[src/rtl/control_estacionamiento.sv]
// control_estacionamiento: parking occupancy controller.
// Arbitrates one-cycle entry/exit pulses onto a single occupancy counter,
// one grant at a time, and holds the matching barrier open for GATE_TICKS
// cycles per accepted event.
//
// Ports:
//   clk              system clock, rising edge
//   rst              asynchronous, active-high reset
//   pulso_entrada    one-cycle car-at-entry pulse
//   pulso_salida     one-cycle car-at-exit pulse
//   ocupados         occupied spaces (registered)
//   libres           CAPACIDAD - ocupados (registered)
//   lleno / vacio    full / empty flags (registered)
//   barrera_entrada  entry barrier open
//   barrera_salida   exit barrier open
//   rechazo          one-cycle pulse: event refused or dropped
//
// Build option: define ARBITRO_ROUND_ROBIN_EN to alternate the winner when
// entry and exit requests collide (exit wins first after reset). Without it,
// exit always has priority.
//
// state        | meaning
// REPOSO       | idle, barriers closed, evaluating requests
// ABRE_ENTRADA | entry barrier open, timer counting down
// ABRE_SALIDA  | exit barrier open, timer counting down

module control_estacionamiento #(
  parameter logic [7:0]  CAPACIDAD  = 8'd20,
  parameter logic [23:0] GATE_TICKS = 24'd6_000_000
) (
  input  logic       clk,
  input  logic       rst,
  input  logic       pulso_entrada,
  input  logic       pulso_salida,
  output logic [7:0] ocupados,
  output logic [7:0] libres,
  output logic       lleno,
  output logic       vacio,
  output logic       barrera_entrada,
  output logic       barrera_salida,
  output logic       rechazo
);

  typedef enum logic [1:0] {
    REPOSO       = 2'd0,
    ABRE_ENTRADA = 2'd1,
    ABRE_SALIDA  = 2'd2
  } estado_t;

  estado_t     state, state_n;
  logic [23:0] timer, timer_n;
  logic [7:0]  ocup_n;
  logic        pend_in, pend_in_n;
  logic        pend_out, pend_out_n;
  logic        rech_n;
  logic        req_in, req_out;
  logic        serve_in, serve_out, ref_in, ref_out;

`ifdef ARBITRO_ROUND_ROBIN_EN
  // Set when the most recent grant went to the exit side.
  logic last_out, last_out_n;
`endif

  assign req_in  = pulso_entrada | pend_in;
  assign req_out = pulso_salida  | pend_out;

  // Grant / refusal decisions, only meaningful in REPOSO.
  always_comb begin
    serve_in  = 1'b0;
    serve_out = 1'b0;
    ref_in    = 1'b0;
    ref_out   = 1'b0;
    if (state == REPOSO) begin
      ref_out = req_out && (ocupados == 8'd0);
`ifdef ARBITRO_ROUND_ROBIN_EN
      // Entry wins a real collision only when exit took the last grant.
      serve_in  = req_in && (ocupados != CAPACIDAD) &&
                  (!(req_out && (ocupados != 8'd0)) || last_out);
      serve_out = req_out && (ocupados != 8'd0) && !serve_in;
`else
      serve_out = req_out && (ocupados != 8'd0);
      serve_in  = !serve_out && req_in && (ocupados != CAPACIDAD);
`endif
      // A full-side refusal applies only when the exit did not take the slot;
      // otherwise the entry request simply stays pending.
      ref_in = req_in && (ocupados == CAPACIDAD) && !serve_out;
    end
  end

  always_comb begin
    state_n    = state;
    timer_n    = timer;
    ocup_n     = ocupados;
    rech_n     = 1'b0;
`ifdef ARBITRO_ROUND_ROBIN_EN
    last_out_n = last_out;
`endif

    unique case (state)
      REPOSO: begin
        if (serve_out) begin
          ocup_n  = ocupados - 8'd1;
          timer_n = GATE_TICKS - 24'd1;
          state_n = ABRE_SALIDA;
`ifdef ARBITRO_ROUND_ROBIN_EN
          last_out_n = 1'b1;
`endif
        end else if (serve_in) begin
          ocup_n  = ocupados + 8'd1;
          timer_n = GATE_TICKS - 24'd1;
          state_n = ABRE_ENTRADA;
`ifdef ARBITRO_ROUND_ROBIN_EN
          last_out_n = 1'b0;
`endif
        end
      end
      ABRE_ENTRADA, ABRE_SALIDA: begin
        if (timer == 24'd0) state_n = REPOSO;
        else                timer_n = timer - 24'd1;
      end
      default: state_n = REPOSO;
    endcase

    // Pending flags are one deep: a pulse on top of a set flag is lost.
    pend_in_n  = (serve_in  || ref_in)  ? 1'b0 : (pulso_entrada ? 1'b1 : pend_in);
    pend_out_n = (serve_out || ref_out) ? 1'b0 : (pulso_salida  ? 1'b1 : pend_out);

    if (ref_in || ref_out || (pulso_entrada && pend_in) || (pulso_salida && pend_out))
      rech_n = 1'b1;
  end

  always_ff @(posedge clk or posedge rst) begin
    if (rst) begin
      state    <= REPOSO;
      timer    <= 24'd0;
      ocupados <= 8'd0;
      libres   <= CAPACIDAD;
      lleno    <= 1'b0;
      vacio    <= 1'b1;
      pend_in  <= 1'b0;
      pend_out <= 1'b0;
      rechazo  <= 1'b0;
`ifdef ARBITRO_ROUND_ROBIN_EN
      last_out <= 1'b0;
`endif
    end else begin
      state    <= state_n;
      timer    <= timer_n;
      ocupados <= ocup_n;
      libres   <= CAPACIDAD - ocup_n;
      lleno    <= (ocup_n == CAPACIDAD);
      vacio    <= (ocup_n == 8'd0);
      pend_in  <= pend_in_n;
      pend_out <= pend_out_n;
      rechazo  <= rech_n;
`ifdef ARBITRO_ROUND_ROBIN_EN
      last_out <= last_out_n;
`endif
    end
  end

  // Decoded straight from the state register so reset closes them at once.
  assign barrera_entrada = (state == ABRE_ENTRADA);
  assign barrera_salida  = (state == ABRE_SALIDA);

endmodule

[config.mk]
export PLATFORM = sky130hd
export DESIGN_NAME = control_estacionamiento
export DESIGN_NICKNAME = d
export VERILOG_FILES = /design/src/rtl/control_estacionamiento.sv
export SDC_FILE = /design/constraint.sdc
export NUM_CORES = 1
export LEC_CHECK = 0
export CORE_ASPECT_RATIO = 0.8
export CORE_MARGIN = 2
export CORE_UTILIZATION = 35
export DETAILED_ROUTE_END_ITERATION = 10
export HOLD_SLACK_MARGIN = 0.02
export MAX_ROUTING_LAYER = met4
export REMOVE_ABC_BUFFERS = 1
export SETUP_SLACK_MARGIN = 0.3
export SYNTH_ARGS = -nofsm -noshare
export SYNTH_HDL_FRONTEND = slang
export SYNTH_SLANG_ARGS = --single-unit
[constraint.sdc]
create_clock -name clk -period 3.52 [get_ports clk]
set_input_delay 1.056 -clock clk [delete_from_list [all_inputs] [get_ports clk]]
set_output_delay 1.056 -clock clk [all_outputs]
set_load 0.03 [all_outputs]
==> results of run 1 <==
==> cells in the final DEF, fill, tap and decap left out, drive strengths merged, types with 2 or more instances in the layout <==
cell type,instances
or3,6
nor2,32
nand2b,2
a31oi,4
xnor2,17
nand2,27
or2,2
o21ai,11
dfstp,3
and3,3
clkdlybuf4s50,24
a211oi,2
inv,15
nor3,12
nand3,11
ha,6
or4,2
clkbuf,5
nor4,9
a21oi,11
o21a,3
dfrtp,43
xor2,13
buf,12
o41ai,2
and2,2
o311ai,2
nor3b,2
==> cells by family (layout without fill, tap and decap cells) <==
| group | Yosys count | in the layout |
|---|---|---|
| buffers and inverters | 20 | 58 |
| XOR/XNOR | 30 | 30 |
| AND/OR/NAND/NOR | 117 | 117 |
| flip-flops | 46 | 46 |
| adder cells (fa/ha/maj) | 6 | 6 |
| AO/OA/AOI/OAI | 45 | 45 |
==> per-layer routing <==
layer / wire length, um / global-route usage
met3: 213 / 0.0254
met5: 0 / -
met4: 57 / 0.0384
met2: 2150 / 0.199
met1: 3110 / 0.235
==> flip-flops by register name, indices dropped and copies added (netlist names), 2 cells and up <==
| name | cells |
|---|---|
| ocupados | 7 |
| timer | 24 |
| libres | 8 |
| state | 2 |
==> final cells by class <==
cell class	count	area [um^2]	share of cell area
multi-input cells	198	1280	0.422
well taps	87	109	0.0358
inverters	14	52.6	0.0173
repair buffers	36	330	0.109
clock buffers	5	68.8	0.0226
clock inverters	3	43.8	0.0144
flip-flops and latches	46	1150	0.380
==> through the flow <==
step	utilization	instances	setup slack (ps)	area, um^2
after global routing	0.439	389	334	3040
after floorplan	-	258	507	2480
after CTS	0.438	389	458	3030
after detailed placement	0.422	381	149	2920
final	0.439	389	528	3040
after global placement	0.422	381	137	2920
==> how the worst max path moves through the flow <==
stage,to,slack (ps),cells past startpoint
floorplan,vacio,510,9
global placement,vacio,140,8
detailed placement,vacio,150,8
CTS,vacio,460,8
global route,timer[17],330,9
finish,timer[17],530,9
==> report_power, final <==
part / switching [uW] / internal [uW]
Combinational: 868 / 588
Clock: 194 / 213
Sequential: 165 / 682
==> timing repair <==
action                                  in CTS  in global routing
endpoints found under the setup margin       0                  2
buffers inserted                             0                  0
hold endpoints to repair                     0                  0
resized for setup                            0                  3
==> metrics.md, run 1 <==
| Metric | Value |
|---|---|
| Largest family of logic cells by synthesized area | simple AND/OR/NAND/NOR gates |
| Post-Syn Instances | 264 |
| Initial Util | 0.363 |
| Final setup vio count | 0 |
| Vias in the first global route | 1846 |
| Clock Pin Slew Worst Setup and Hold Paths | 90 ps |
| Antenna Cells | 0 |
| Synthesized area | 2520 um^2 |
| Site Rows | 27 |
| Vias | 1999 |
| LEAKAGE | 0.00119 uW |
| Final nets | 311 |
| Fin. Hold Viols | 0 |
| Clk_skew | 7.23 ps |
| Async S/R FF share, synth | 1.00 |
| Post-synthesis simple-gate area fraction | 0.248 |
| Post-DP HPWL | 4070 um |
| Reg2reg end | vacio |
| Buf/Inv on CP | 2 |
| Tcrit/Tclk final | 0.850 |
| Post-synthesis mux area share | 0 |
| Hold Crit Class | reg -> reg |
| DRT iter0 DRCs | 95 |
| Number of port buffers | 24 |
| Total Negative Setup Slacks | 0 ps |
| CTS tree | done |
| Core box area | 6930 um^2 |
| Period minus WS final | 2990 ps |
| EDFF count, synth | 0 |
| Worst-skew pair later-pin latency | 300 ps |
| Element type at the critical path end | flop |
| Fin. max-slew vios | 0 |
| Most common cell in the synthesized netlist | dfrtp_1 |
| Power per standard cell area | 891 nW/um^2 |
| Post-Synth Adder-Cell Area | 0.0298 |
| Startpoint Class | primary input |
| Initial antenna violation count | 0 |
| Outcome | completed |
| Worst-Margin Slew | 756 ps |
| Slowest stage delay, CP | 640 ps |
| Worst-path cell chain | clkdlybuf4s50_1 -> nor2_1 -> a21oi_2 -> buf_4 -> o311ai_0 -> nor3_1 -> nand3_1 -> xor2_1 -> nand2_1 |
| Hold Slack | 496 ps |
| Ys flop type | dfrtp_1 |
| Slew headroom | 0.492 |
| R2R Path Start | libres[0] |
| TritonCTS Buffers | 5 |
| Fmax | 334 MHz |
| Chip width | 98.8 um |
| CTS HTree Levels | 2 |
| Total grt overflow | 0 |
| Synthesis-to-layout area growth | 20.9% |
| HP Start | timer[0] |
| Overall power | 2710 uW |
| VDD IR max | 0.463 mV |
| Clock Sinks | 46 |
| First-pass GRT wire length | 9250 um |
| Yosys reg bits | 46 |
| Distinct cells, synth | 54 |
| Synth top area share | 0.428 |
| Area leader, netlist | dfrtp_1 |
| Fillers | 664 |
| Number of I/O pins | 25 |
| Synth Area per Inst | 9.53 um^2 |
| Hold endpoint | timer[0] |
| Synth warnings | 0 |
| DIE HEIGHT | 79.8 um |
| # Max-Cap Violations | 0 |
| Sequential fraction of the synthesis area | 0.459 |
| Setup crit start | pulso_entrada |
| Post-CTS Hold Buffers | 0 |
| CP required | 3710 ps |
| Crit path arrival time | 3190 ps |
| Placer Congestion | 0.847 |
| Largest cells by area after synthesis | dfrtp_1 (43%), xnor2_1 (5.9%), nor2_1 (4.6%) |
| GRT Util Overall | 0.151 |
| Vias per inst | 5.14 |
| Synth Area in Compound Gates | 0.125 |
| Synth top cells by count | dfrtp_1 (43), nor2_1 (31), nand2_1 (27), xnor2_1 (17), inv_1 (14) |
| R2r setup slk | 560 ps |
| Reg2reg path depth | 9 |
| CP top delay family | compound AO/OA/AOI/OAI gates |
| Crit-path max FO | 7 |
| Largest net degree at the start of global routing | 28 |
| Layout cells sized above 1 | 0.136 |
| DRC Markers | 0 |
| Slowest stage cell on the critical path | o311ai_0 |
| Post-synthesis xor/xnor area fraction | 0.104 |
| Post-DRT Antenna Nets | 0 |
| Hold Crit Depth | 1 |
| Clock Path Buffers | 2 |
| WL/cell | 14.2 um |
| Die area | 7890 um^2 |
| Critical path class | in -> reg |
| Routed wire length | 5530 um |
| CTS Root Cell | clkbuf_8 |
| Unrepaired setup endpoints after global routing | no |
| Drt pass-1 iters | 4 |
Note: power is estimated with default switching activity, not from simulation.
==> run 2, diff against run 1 <==
Clock period 3.52 ns to 2.49 ns, I/O delays scaled along.
==> run 2 against run 1 <==
Net effect:
- the run now ends with negative setup slack left
- sequential power grew 33%
- register-to-register slack got worse by 610 ps
- via count up 15%
- clock-buffer cell count did not move
- combinational power is 120% higher
- global-route usage increased by 2.8 points
- worst hold slack got worse by 6.2 ps
- flip-flop and latch count unchanged
- total power is 78% higher
- critical path depth grew 3
- clock skew rose by 2.1 ps
==> metrics.md, run 2 (same netlist as run 1, synthesis figures left out) <==
| Metric | Value |
|---|---|
| Final nets | 375 (was 311) |
| Vias in the first global route | 2257 (was 1846) |
| Initial Util | 0.363 (unchanged) |
| Antenna Cells | 0 (unchanged) |
| TritonCTS Buffers | 5 (unchanged) |
| Clock Sinks | 46 (unchanged) |
| Number of I/O pins | 25 (unchanged) |
| Vias | 2300 (was 1999) |
| Most common cell after layout, fill and taps aside | buf_4 (was dfrtp_1) |
| Crit path arrival time | 2780 ps (was 3190 ps) |
| Post-DP HPWL | 4320 um (was 4070 um) |
| Fin. max-slew vios | 0 (unchanged) |
| Seq pwr share | 0.234 (was 0.313) |
| Tcrit/Tclk final | 1.02 |
| Critical path class | reg -> reg (was in -> reg) |
| Post-DRT Antenna Nets | 0 (unchanged) |
| Failing checks | negative setup slack |
| Hold endpoint | timer[0] (unchanged) |
| Core box area | 6930 um^2 (unchanged) |
| CTS tree | done (unchanged) |
| P_int | 2650 uW (was 1480 uW) |
| Placer Congestion | 0.840 (was 0.847) |
| Crit-path max FO | 4 (was 7) |
| Outcome | finished with violations (was completed) |
| # Max-Cap Violations | 0 (unchanged) |
| Clk pwr share | 0.101 (was 0.150) |
| Finished Core Util | 0.568 (was 0.439) |
| VDD IR max | 0.625 mV (was 0.463 mV) |
| Number of port buffers | 24 (unchanged) |
| Finished Layout Cells | 453 (was 389) |
| Unrepaired setup endpoints after global routing | yes (was no) |
| Worst-Margin Slew | 433 ps (was 756 ps) |
| DRC Markers | 0 (unchanged) |
| CTS HTree Levels | 2 (unchanged) |
| R2R Path Start | libres[0] (unchanged) |
| Layout cells sized above 1 | 0.443 (was 0.136) |
| Setup WS post-layout | -52.6 ps (was 528 ps) |
| Startpoint Class | flop (was primary input) |
| Worst-path cell chain | inv_2 -> ha_4 -> or3b_4 -> buf_6 -> o311ai_4 -> o41ai_2 -> buf_4 -> a32oi_2 -> buf_4 -> nand3_4 -> nand3b_1 -> xor2_1 (was clkdlybuf4s50_1 -> nor2_1 -> a21oi_2 -> buf_4 -> o311ai_0 -> nor3_1 -> nand3_1 -> xor2_1 -> nand2_1) |
| Largest Register | timer (unchanged) |
| First-pass GRT wire length | 11000 um (was 9250 um) |
| Slowest stage delay, CP | 420 ps (was 640 ps) |
| Element type at the critical path end | flop (unchanged) |
| Max FFs per register | 24 (unchanged) |
| WL/cell | 14.9 um (was 14.2 um) |
| Most frequent cells in the layout | buf_4 (64), dfrtp_1 (42), nor2_1 (29), nand2_1 (21), dlygate4sd2_1 (16) (was dfrtp_1 (43), nor2_1 (30), nand2_1 (27), clkdlybuf4s50_1 (24), xnor2_1 (17)) |
| Clk_skew | 9.34 ps (was 7.23 ps) |
| Worst-skew pair later-pin latency | 310 ps (was 300 ps) |
| DRT iter0 DRCs | 72 (was 95) |
| Power per standard cell area | 1230 nW/um^2 (was 891 nW/um^2) |
| Chip width | 98.8 um (unchanged) |
| GRT Util Overall | 0.179 (was 0.151) |
| Slowest stage cell on the critical path | dfrtp_1 (was o311ai_0) |
| Switch share | 0.451 (was 0.453) |
| Total grt overflow | 0 (unchanged) |
| P_sw | 2180 uW (was 1230 uW) |
| Clock Pin Slew Worst Setup and Hold Paths | 100 ps (was 90 ps) |
| Place WS | -463 ps (was 149 ps) |
| Drt pass-1 iters | 4 (unchanged) |
| Initial antenna violation count | 0 (unchanged) |
| Hold Crit Class | reg -> reg (unchanged) |
| Period minus WS final | 2540 ps |
| Fillers | 556 (was 664) |
| Buf/Inv on CP | 4 (was 2) |
| Slew headroom | 0.711 (was 0.492) |
| Clock Path Buffers | 2 (unchanged) |
| Post-CTS Hold Buffers | 0 (unchanged) |
| Logic pwr share | 0.665 (was 0.537) |
| Routed wire length | 6760 um (was 5530 um) |
| Hold Crit Depth | 1 (unchanged) |
| Reg2reg path depth | 12 (was 9) |
| Vias per inst | 5.08 (was 5.14) |
| CTS Root Cell | clkbuf_8 (unchanged) |
| Reg2reg end | libres[6] (was vacio) |
| Die area | 7890 um^2 (unchanged) |
| Placed Cells | 422 (was 381) |
| Leading registers by flop count | timer x24, libres x8, ocupados x7 (unchanged) |
| LEAKAGE | 0.00165 uW (was 0.00119 uW) |
| Fin. Hold Viols | 0 (unchanged) |
| Fmax | 393 MHz |
| Largest net degree at the start of global routing | 23 (was 28) |
| Synthesis-to-layout area growth | 56.2% (was 20.9%) |
| Site Rows | 27 (unchanged) |
| Final setup vio count | 7 (was 0) |
| Most used cell, CP | buf_4 |
| HP Start | timer[0] (unchanged) |
| CP required | 2730 ps (was 3710 ps) |
| DIE HEIGHT | 79.8 um (unchanged) |
| R2r setup slk | -50 ps (was 560 ps) |
| CP top delay family | simple AND/OR/NAND/NOR gates (was compound AO/OA/AOI/OAI gates) |
-- run 2: layer usage --
layer  routed length [um]  vias up  track usage
li1                     -     1131            -
met1                 3270     1110        0.257
met2                 3020       50        0.259
met3                  378        9       0.0377
met4                   89        0       0.0411
met5                    0        -            -
-- run 2: repair_timing --
item,4_1_cts,5_1_grt
resized for setup,79,36
setup buffers,11,12
endpoints found under the setup margin,47,32
pin swaps,19,18
-- run 2: worst reg2reg max path, delay by kind of cell, from the launching register on --
family / cells / cell delay [ps]
buffers and inverters: 4 / 560
AO/OA/AOI/OAI: 3 / 600
AND/OR/NAND/NOR: 3 / 620
flip-flops: 1 / 420
XOR/XNOR: 1 / 140
adder cells (fa/ha/maj): 1 / 150
-- run 2: area by class of cell --
class | count | area, um^2 | share of cell area
flip-flops and latches | 46 | 1160 | 0.294
inverters | 14 | 52.6 | 0.0134
well taps | 87 | 109 | 0.0277
multi-input cells | 198 | 1690 | 0.429
clock inverters | 3 | 23.8 | 0.00605
clock buffers | 5 | 68.8 | 0.0175
repair buffers | 100 | 836 | 0.213
-- run 2: power groups by stage --
stage | Sequential (uW) | Clock, uW | Combinational [uW]
2_1_floorplan | 1430 | 0 | 1070
3_3_place_gp | 1110 | 0 | 2500
3_5_place_dp | 1110 | 0 | 2510
4_1_cts | 1120 | 502 | 2840
5_1_grt | 1160 | 535 | 3460
6_report | 1130 | 487 | 3210
-- run 2: worst max-delay path by stage --
stage | startpoint | endpoint | slack, ps | depth (start not counted)
global placement | pulso_salida | libres[5] | -430 | 10
floorplan | libres[0] | vacio | -520 | 9
finish | libres[0] | libres[6] | -50 | 12
CTS | libres[0] | vacio | -20 | 9
global route | ocupados[1] | libres[6] | -170 | 12
detailed placement | pulso_salida | vacio | -460 | 9
-- run 2: metrics by stage --
step	power, uW	TNS (ps)	cell area, um^2	hold slack [ps]
2_1_floorplan	2500	-5970	2480	455
3_3_place_gp	3600	-7810	3230	473
3_5_place_dp	3620	-8240	3230	480
4_1_cts	4460	-22.1	3660	492
5_1_grt	5150	-1060	3930	541
6_report	4820	-251	3930	490
==> run 3, diff against run 2 <==
Settings changed: CAP_MARGIN from default to 15.
==> results of run 3 <==
Same layout as run 2: the final DEF is identical, and so are final timing and power.
